### config.mk
export PLATFORM = sky130hd
export DESIGN_NAME = mem_access_ctrl_flat
export DESIGN_NICKNAME = d
export VERILOG_FILES = /design/src/rtl/mem_access_ctrl_if.sv /design/src/rtl/mem_access_ctrl.sv /design/src/flat_wrapper.sv
export SDC_FILE = /design/constraint.sdc
export NUM_CORES = 1
export LEC_CHECK = 0
export BUFFER_PORTS_ARGS = -buffer_cell sky130_fd_sc_hd__buf_2
export CORE_MARGIN = 8
export CORE_UTILIZATION = 47
export CTS_BUF_LIST = sky130_fd_sc_hd__clkbuf_8
export CTS_CLUSTER_DIAMETER = 80
export DETAILED_ROUTE_END_ITERATION = 10
export PLACE_DENSITY = 0.77
export SETUP_SLACK_MARGIN = 0.02
export SLEW_MARGIN = 20
export SYNTH_ARGS = -nofsm -noshare
export SYNTH_HDL_FRONTEND = slang
export SYNTH_SLANG_ARGS = --single-unit
### constraint.sdc
create_clock -name clock -period 1.8 [get_ports clock]
set_input_delay 0.18 -clock clock [delete_from_list [all_inputs] [get_ports clock]]
set_output_delay 0.18 -clock clock [all_outputs]
set_load 0.02 [all_outputs]
### src/rtl/mem_access_ctrl_if.sv
// Handshake bundle shared by the control FSM, the memory and mem_access_ctrl.
// slave: the access controller's view; master: the FSM/memory side that drives it.
interface mem_access_ctrl_if #(
    parameter int DATA_W = 8,
    parameter int ADDR_W = 8
);
    logic              MemRead;
    logic              MemWrite;
    logic [ADDR_W-1:0] addr_in;
    logic [DATA_W-1:0] wdata_in;
    logic [DATA_W-1:0] rdata_out;
    logic              rdata_valid;
    logic              stall;
    logic              err;
    logic [15:0]       stall_cycles;
    logic              mem_req;
    logic              mem_we;
    logic [ADDR_W-1:0] mem_addr;
    logic [DATA_W-1:0] mem_wdata;
    logic [DATA_W-1:0] mem_rdata;
    logic              mem_ack;

    modport slave (
        input  MemRead, MemWrite, addr_in, wdata_in, mem_rdata, mem_ack,
        output rdata_out, rdata_valid, stall, err, stall_cycles,
               mem_req, mem_we, mem_addr, mem_wdata
    );

    modport master (
        output MemRead, MemWrite, addr_in, wdata_in, mem_rdata, mem_ack,
        input  rdata_out, rdata_valid, stall, err, stall_cycles,
               mem_req, mem_we, mem_addr, mem_wdata
    );
endinterface

### src/rtl/mem_access_ctrl.sv
// Turns single-cycle MemRead/MemWrite strobes into a bounded req/ack memory access,
// stalling the control FSM until completion and counting stalled cycles.
module mem_access_ctrl #(
    parameter int DATA_W  = 8,
    parameter int ADDR_W  = 8,
    parameter int CNT_W   = 4,
    parameter int TIMEOUT = 15
) (
    input  logic             clock,
    input  logic             reset,
    mem_access_ctrl_if.slave bus
);
    typedef enum logic [1:0] {IDLE, ACCESS, DONE, ABORT} state_t;

    localparam logic [CNT_W-1:0] TIMEOUT_LAST = CNT_W'(TIMEOUT - 1);

    state_t            r_state;
    logic [CNT_W-1:0]  r_wait_cnt;
    logic              r_req;
    logic              r_we;
    logic [ADDR_W-1:0] r_addr;
    logic [DATA_W-1:0] r_wdata;
    logic [DATA_W-1:0] r_rdata;
    logic              r_rdata_valid;
    logic              r_err;
    logic [15:0]       r_stall_cycles;

    logic              w_single;
    logic              w_illegal;
    logic              w_stall;

    assign w_single  = bus.MemRead ^ bus.MemWrite;
    assign w_illegal = bus.MemRead & bus.MemWrite;

    // The IDLE stall must hold the FSM in the same cycle the strobe appears.
    always_comb begin
        // NOTE: default assignment first so no path leaves w_stall unassigned (no latch).
        w_stall = 1'b0;
        if (!reset) begin
            case (r_state)
                IDLE:    w_stall = w_single;
                ACCESS:  w_stall = 1'b1;
                default: w_stall = 1'b0;
            endcase
        end
    end

    always_ff @(posedge clock or posedge reset) begin
        if (reset) begin
            r_state        <= IDLE;
            r_wait_cnt     <= '0;
            r_req          <= 1'b0;
            r_we           <= 1'b0;
            r_addr         <= '0;
            r_wdata        <= '0;
            r_rdata        <= '0;
            r_rdata_valid  <= 1'b0;
            r_err          <= 1'b0;
            r_stall_cycles <= '0;
        end else begin
            // NOTE: non-blocking everywhere here so every register sees pre-edge values.
            r_rdata_valid <= 1'b0;

            if (w_stall && (r_stall_cycles != 16'hFFFF))
                r_stall_cycles <= r_stall_cycles + 16'd1;

            case (r_state)
                IDLE: begin
                    if (w_illegal) begin
                        r_err <= 1'b1;
                    end else if (w_single) begin
                        r_we       <= bus.MemWrite;
                        r_addr     <= bus.addr_in;
                        r_wdata    <= bus.wdata_in;
                        r_wait_cnt <= '0;
                        r_req      <= 1'b1;
                        r_state    <= ACCESS;
                    end
                end

                // Ack is tested before the timeout so an ack in the last allowed cycle wins.
                ACCESS: begin
                    if (bus.mem_ack) begin
                        r_req   <= 1'b0;
                        r_state <= DONE;
                        if (!r_we) begin
                            r_rdata       <= bus.mem_rdata;
                            r_rdata_valid <= 1'b1;
                        end
                    end else if (r_wait_cnt == TIMEOUT_LAST) begin
                        r_req   <= 1'b0;
                        r_err   <= 1'b1;
                        r_state <= ABORT;
                        if (!r_we) begin
                            r_rdata       <= '0;
                            r_rdata_valid <= 1'b1;
                        end
                    end else begin
                        r_wait_cnt <= r_wait_cnt + 1'b1;
                    end
                end

                DONE:    r_state <= IDLE;
                ABORT:   r_state <= IDLE;
                default: r_state <= IDLE;
            endcase
        end
    end

    assign bus.stall        = w_stall;
    assign bus.mem_req      = r_req;
    assign bus.mem_we       = r_we;
    assign bus.mem_addr     = r_addr;
    assign bus.mem_wdata    = r_wdata;
    assign bus.rdata_out    = r_rdata;
    assign bus.rdata_valid  = r_rdata_valid;
    assign bus.err          = r_err;
    assign bus.stall_cycles = r_stall_cycles;
endmodule

### src/flat_wrapper.sv
// flat-port wrapper written by rule: the top's interface ports become plain ports
module mem_access_ctrl_flat 
#(
    parameter int DATA_W  = 8,
    parameter int ADDR_W  = 8,
    parameter int CNT_W   = 4,
    parameter int TIMEOUT = 15
)
  (clock, reset, bus_MemRead, bus_MemWrite, bus_addr_in, bus_wdata_in, bus_mem_rdata, bus_mem_ack, bus_rdata_out, bus_rdata_valid, bus_stall, bus_err, bus_stall_cycles, bus_mem_req, bus_mem_we, bus_mem_addr, bus_mem_wdata);
  mem_access_ctrl_if #(.DATA_W(DATA_W), .ADDR_W(ADDR_W)) bus_i ();
  input  logic clock;
  input  logic reset;
  input wire logic [$bits(bus_i.MemRead)-1:0] bus_MemRead;
  input wire logic [$bits(bus_i.MemWrite)-1:0] bus_MemWrite;
  input wire logic [$bits(bus_i.addr_in)-1:0] bus_addr_in;
  input wire logic [$bits(bus_i.wdata_in)-1:0] bus_wdata_in;
  input wire logic [$bits(bus_i.mem_rdata)-1:0] bus_mem_rdata;
  input wire logic [$bits(bus_i.mem_ack)-1:0] bus_mem_ack;
  output wire logic [$bits(bus_i.rdata_out)-1:0] bus_rdata_out;
  output wire logic [$bits(bus_i.rdata_valid)-1:0] bus_rdata_valid;
  output wire logic [$bits(bus_i.stall)-1:0] bus_stall;
  output wire logic [$bits(bus_i.err)-1:0] bus_err;
  output wire logic [$bits(bus_i.stall_cycles)-1:0] bus_stall_cycles;
  output wire logic [$bits(bus_i.mem_req)-1:0] bus_mem_req;
  output wire logic [$bits(bus_i.mem_we)-1:0] bus_mem_we;
  output wire logic [$bits(bus_i.mem_addr)-1:0] bus_mem_addr;
  output wire logic [$bits(bus_i.mem_wdata)-1:0] bus_mem_wdata;
  assign bus_i.MemRead = bus_MemRead;
  assign bus_i.MemWrite = bus_MemWrite;
  assign bus_i.addr_in = bus_addr_in;
  assign bus_i.wdata_in = bus_wdata_in;
  assign bus_i.mem_rdata = bus_mem_rdata;
  assign bus_i.mem_ack = bus_mem_ack;
  assign bus_rdata_out = bus_i.rdata_out;
  assign bus_rdata_valid = bus_i.rdata_valid;
  assign bus_stall = bus_i.stall;
  assign bus_err = bus_i.err;
  assign bus_stall_cycles = bus_i.stall_cycles;
  assign bus_mem_req = bus_i.mem_req;
  assign bus_mem_we = bus_i.mem_we;
  assign bus_mem_addr = bus_i.mem_addr;
  assign bus_mem_wdata = bus_i.mem_wdata;
  mem_access_ctrl #(.DATA_W(DATA_W), .ADDR_W(ADDR_W), .CNT_W(CNT_W), .TIMEOUT(TIMEOUT)) u_core (.clock(clock), .reset(reset), .bus(bus_i));
endmodule
---- Yosys cells after proc, flatten, opt, wreduce, memory -nomap -nowiden ----
Cells that the tools add are included.
word-level totals
  register bits ........................... 50
  input bits .............................. 29
  output and inout port bits .............. 45
  logic and storage cells ................. 68
operators by class
  add/subtract/negate cells ............... 2
  equal/unequal tests ..................... 12
  multiplexer cells ....................... 29
  bitwise operators ....................... 4
  reduce and logical (&&, ||, !) cells .... 11
operator list
  cell                     number
  $mux W8                  4
  $add A16 B1 Y16 const B  1
  $mux W4                  4
  $ne A16 B16 Y1 const B   1
  $mux W1                  12
  $reduce_and A3 Y1        3
  $mux W2                  4
  $pmux W4 S2              1
  $reduce_and A4 Y1        2
  $ne A2 B1 Y1 const B     3
  $ne A2 B2 Y1 const B     3
  $pmux W1 S2              3
  $pmux W2 S3              1
  $reduce_and A5 Y1        1
  $add A4 B1 Y4 const B    1
  $eq A2 B2 Y1 const B     2
  $eq A4 B4 Y1 const B     1
  $reduce_bool A2 Y1       2
  $ne A3 B2 Y1 const B     1
  $eq A2 B1 Y1 const B     1
  $logic_not A2 Y1         1
  $not A1 Y1               2
  $reduce_or A2 Y1         1
  $and A1 B1 Y1            1
  2 further kinds          2

---- Longest topological paths before layout ----
  depth after elaboration ................. 4
  gate-level depth with buffers ........... 7
  depth with buffers taken out ............ 6

---- Worst setup path after synthesis ----
No wires, ideal clock.
  path type ............................... register to register
  start point ............................. reg u_core.r_stall_cycles[0] (netlist: u_core.bus.stall_cycles[0])
  end point ............................... reg u_core.r_stall_cycles[14] (netlist: u_core.bus.stall_cycles[14])
  setup time .............................. 125 ps
  arrival time ............................ 1764 ps
  required time ........................... 1675 ps
  slack ................................... -89 ps
  cell stages (with the launch flop) ...... 6
  buffers on the path ..................... 0
  period minus slack after synthesis ...... 1889 ps
  path through ............................ dfrtp_1 -> ha_1 -> nand3_2 -> or4_4 -> nor3_2 -> mux2_2
on the way
  word-level cells in the longest chain between the ends .. 2
  elaborated cells between the ends (all ways) .. 3
  classes of those cells .................. add/sub (1); eq/ne (1); reduce/logical (1)
RTL lines
  item                                                                     line                   text
  start, declared                                                          mem_access_ctrl.sv:26  logic [15:0] r_stall_cycles;
  start signal, assigned                                                   mem_access_ctrl.sv:65  r_stall_cycles <= r_stall_cycles + 16'd1;
  parallel branches: the longest is 2 deep, another holds $add A16 B1 Y16  -
Parallel ways; which one is timed is not known.
A chain may end at the register's enable or synchronous reset.

---- Worst setup path after layout ----
  start point ............................. reg u_core.r_stall_cycles[1] (netlist: u_core.bus.stall_cycles[1])
  end point ............................... reg u_core.r_stall_cycles[14] (netlist: u_core.bus.stall_cycles[14])
The elaborated chain is that of the path after synthesis.

==> reports/metrics.yaml <==
layout_common_cells: "buf_2, dfrtp_1, mux2_2"
layout-drive-gt1-share_pct: 48.0
cts.sinks: 50
synthCells: 187
yosys_warnings: 0
tritoncts: "yes"
place.gp.congestion: 0.831
final_common_cell: "buf_2"
ir_drop_uv: 599
die_y_um: 84.7
slowest_delay_ns: 0.47
die_w_um: 84.7
holdWs_ns: 0.101
htreeDepth: 2
grt_pass1_vias: 1859
internal_power_mw: 2.73
slew-limit-headroom_pct: 61.4
fin_tns_setup_ns: 0
critical_path_buf_inv_count: 0
synthArstFlopShare_pct: 100
syn_nets: 220
clkPwrFrac_pct: 17.8
crit_fanout: 5
nets: 313
root_buffer: "clkbuf_8"
post-route-period-util_pct: 96.5
cp.required_ns: 1.99
cap_violations: 0
num_vias: 1732
grt.total_usage_pct: 14.1
setup_viol: 0
start_util_pct: 47.9
grt-ovfl-total: 0
firstDrtPassIters: 4
synthesis.area_um2: 2220
routedWlPerCell_um: 14.9
numCtsBuffers: 5
p_switching_mw: 1.73
hold_violations: 0
clk_path_buf_depth: 2
yosys-top-cells-area: "dfrtp_1, mux2_2, xor2_1"
cp_cell_sequence: "ha_4, nand3_4, or4_4, nor3_2, mux2_2"
ys_seq_elements: 50
setup.worst_path.start_class: "register"
antenna_found_initial: 0
ant_nets: 0
ioPinCount: 74
synth_edf_count: 0
syn_avg_cell_area_um2: 11.8
clk-insertion-delay-late_ns: 0.30
pwr-share-comb_pct: 41.6
path_class: "register to register"
drc: 0
place_hpwl_mm: 3.75
seq_area_frac_synth_pct: 56.5
status: "finished, final reports clean"
ys_types: 40
sequentialPowerShare_pct: 40.6
core_area_um2: 4630
synth_ff_type: "dfrtp_1"
total_power_mw: 4.46
endpoint_kind: "register"
drt-initial-drc-count: 64
hp-class: "input port to register"
p_leak_nw: 1.47
tightestPinTransition_ns: 0.576
routed_via_density: 5.17
switching_share_pct: 38.9
rsz0062_at_grt: "yes"
fp-row-count: 25
max_freq_ghz: 0.576
critical_path.top_delay_family: "simple AND/OR/NAND/NOR gates"
p_per_area_nw_per_um2: 1520
drt_wl_total_mm: 5.00
drv_slew: 0
port_buffers: 73
final_util_pct: 63.2
finClkSkew_ns: 0.00464
arrival_ns: 1.93
clkTransAtPathRegs_ns: 0.09
dieArea_um2: 7170
antenna_cells: 0
area_growth_pct: 32.1
synth.top_cell.area_share_pct: 56.5
synth_top_cell_by_area: "dfrtp_1"
min_period_ns: 1.74
grt_first_pass_wirelength_mm: 8.25
grt_max_degree: 37
cp_slowest_cell: "or4_4"
[worst paths after layout]
path | start | to | slack [ns] | cells past startpoint
worst max-delay path | u_core.bus.stall_cycles[1] | u_core.bus.stall_cycles[14] | 0.06 | 5
worst min-delay path | bus_addr_in[2] | u_core.bus.mem_addr[2] | 0.10 | 2
worst max register to register | u_core.bus.stall_cycles[1] | u_core.bus.stall_cycles[14] | 0.06 | 5
worst min register to register | u_core.bus.err | u_core.bus.err | 0.50 | 1
max in group asynchronous | reset | u_core.bus.stall_cycles[1] | 0.86 | 4
min in group asynchronous | reset | u_core.bus.stall_cycles[11] | 0.42 | 3
[through the flow]
stage               setup WS (ns)  instances  area, um^2
finish                     0.0637        335        2930
CTS                        0.0317        333        2900
global route              0.00128        335        2930
global placement           0.0411        323        2760
floorplan                  0.0216        187        2230
detailed placement        0.00179        323        2760
[sequential cells by signal, summed over array words and instances (netlist names)]
| register | count |
|---|---|
| u_core.r_wait_cnt | 4 |
| u_core.bus.mem_wdata | 8 |
| u_core.bus.mem_we | 1 |
| u_core.r_state | 2 |
| u_core.bus.rdata_valid | 1 |
| u_core.bus.stall_cycles | 16 |
| u_core.bus.rdata_out | 8 |
| u_core.bus.err | 1 |
| u_core.bus.mem_req | 1 |
| u_core.bus.mem_addr | 8 |
[metal layers]
metal	GRT usage, %	up-vias	part of all wire, %
met5	0	-	0
met4	5.83	0	1.3
met3	4.49	5	6.3
met2	23.8	47	50
met1	16.0	835	42
li1	-	845	-
[synthesized netlist by cell type, drive strengths merged, types with 2 or more instances]
master  number
a31oi        3
dfrtp       50
nand2        5
clkbuf       2
mux2        21
buf          3
nor4b        2
nand3       14
nor2        11
nor4         3
nand4        4
ha           4
xnor2        2
o21ai       11
a21oi        2
and3         2
inv         13
xor2        10
nor3        11
nand2b       2
[kinds of logic after synthesis]
group / Yosys count / synth area share (%)
muxes: 21 / 10.7
adders and majority gates: 4 / 2.26
DFF: 50 / 56.5
xor gates and xnor gates: 12 / 4.74
and+or+nand+nor: 62 / 17.3
AOI/OAI and AO/OA: 20 / 5.20
buffers and inverters: 18 / 3.39
[final cells by class]
class,instances,area [um^2]
clock buffer,5,68.8
clock inverter,3,43.8
fill,360,1700
inverter,13,48.8
multi-input combinational,119,930
sequential,50,1250
tap,54,67.6
timing repair buffer,91,515
[power groups by stage]
stage	logic, mW	registers [mW]	clock network [mW]
after global routing	2.01	1.87	0.860
after CTS	1.84	1.81	0.825
final	1.86	1.81	0.794
after floorplan	0.642	2.30	0
after detailed placement	1.80	1.83	0
after global placement	1.77	1.81	0
[timing repair]
item,4_1_cts,5_1_grt
gates resized for setup,1,3
pin swaps,0,1
buffers inserted,1,2
endpoints found under the hold margin,14,0
setup endpoints to repair,10,6
hold buffers,1,0
Note: power is estimated with default switching activity, not from simulation.
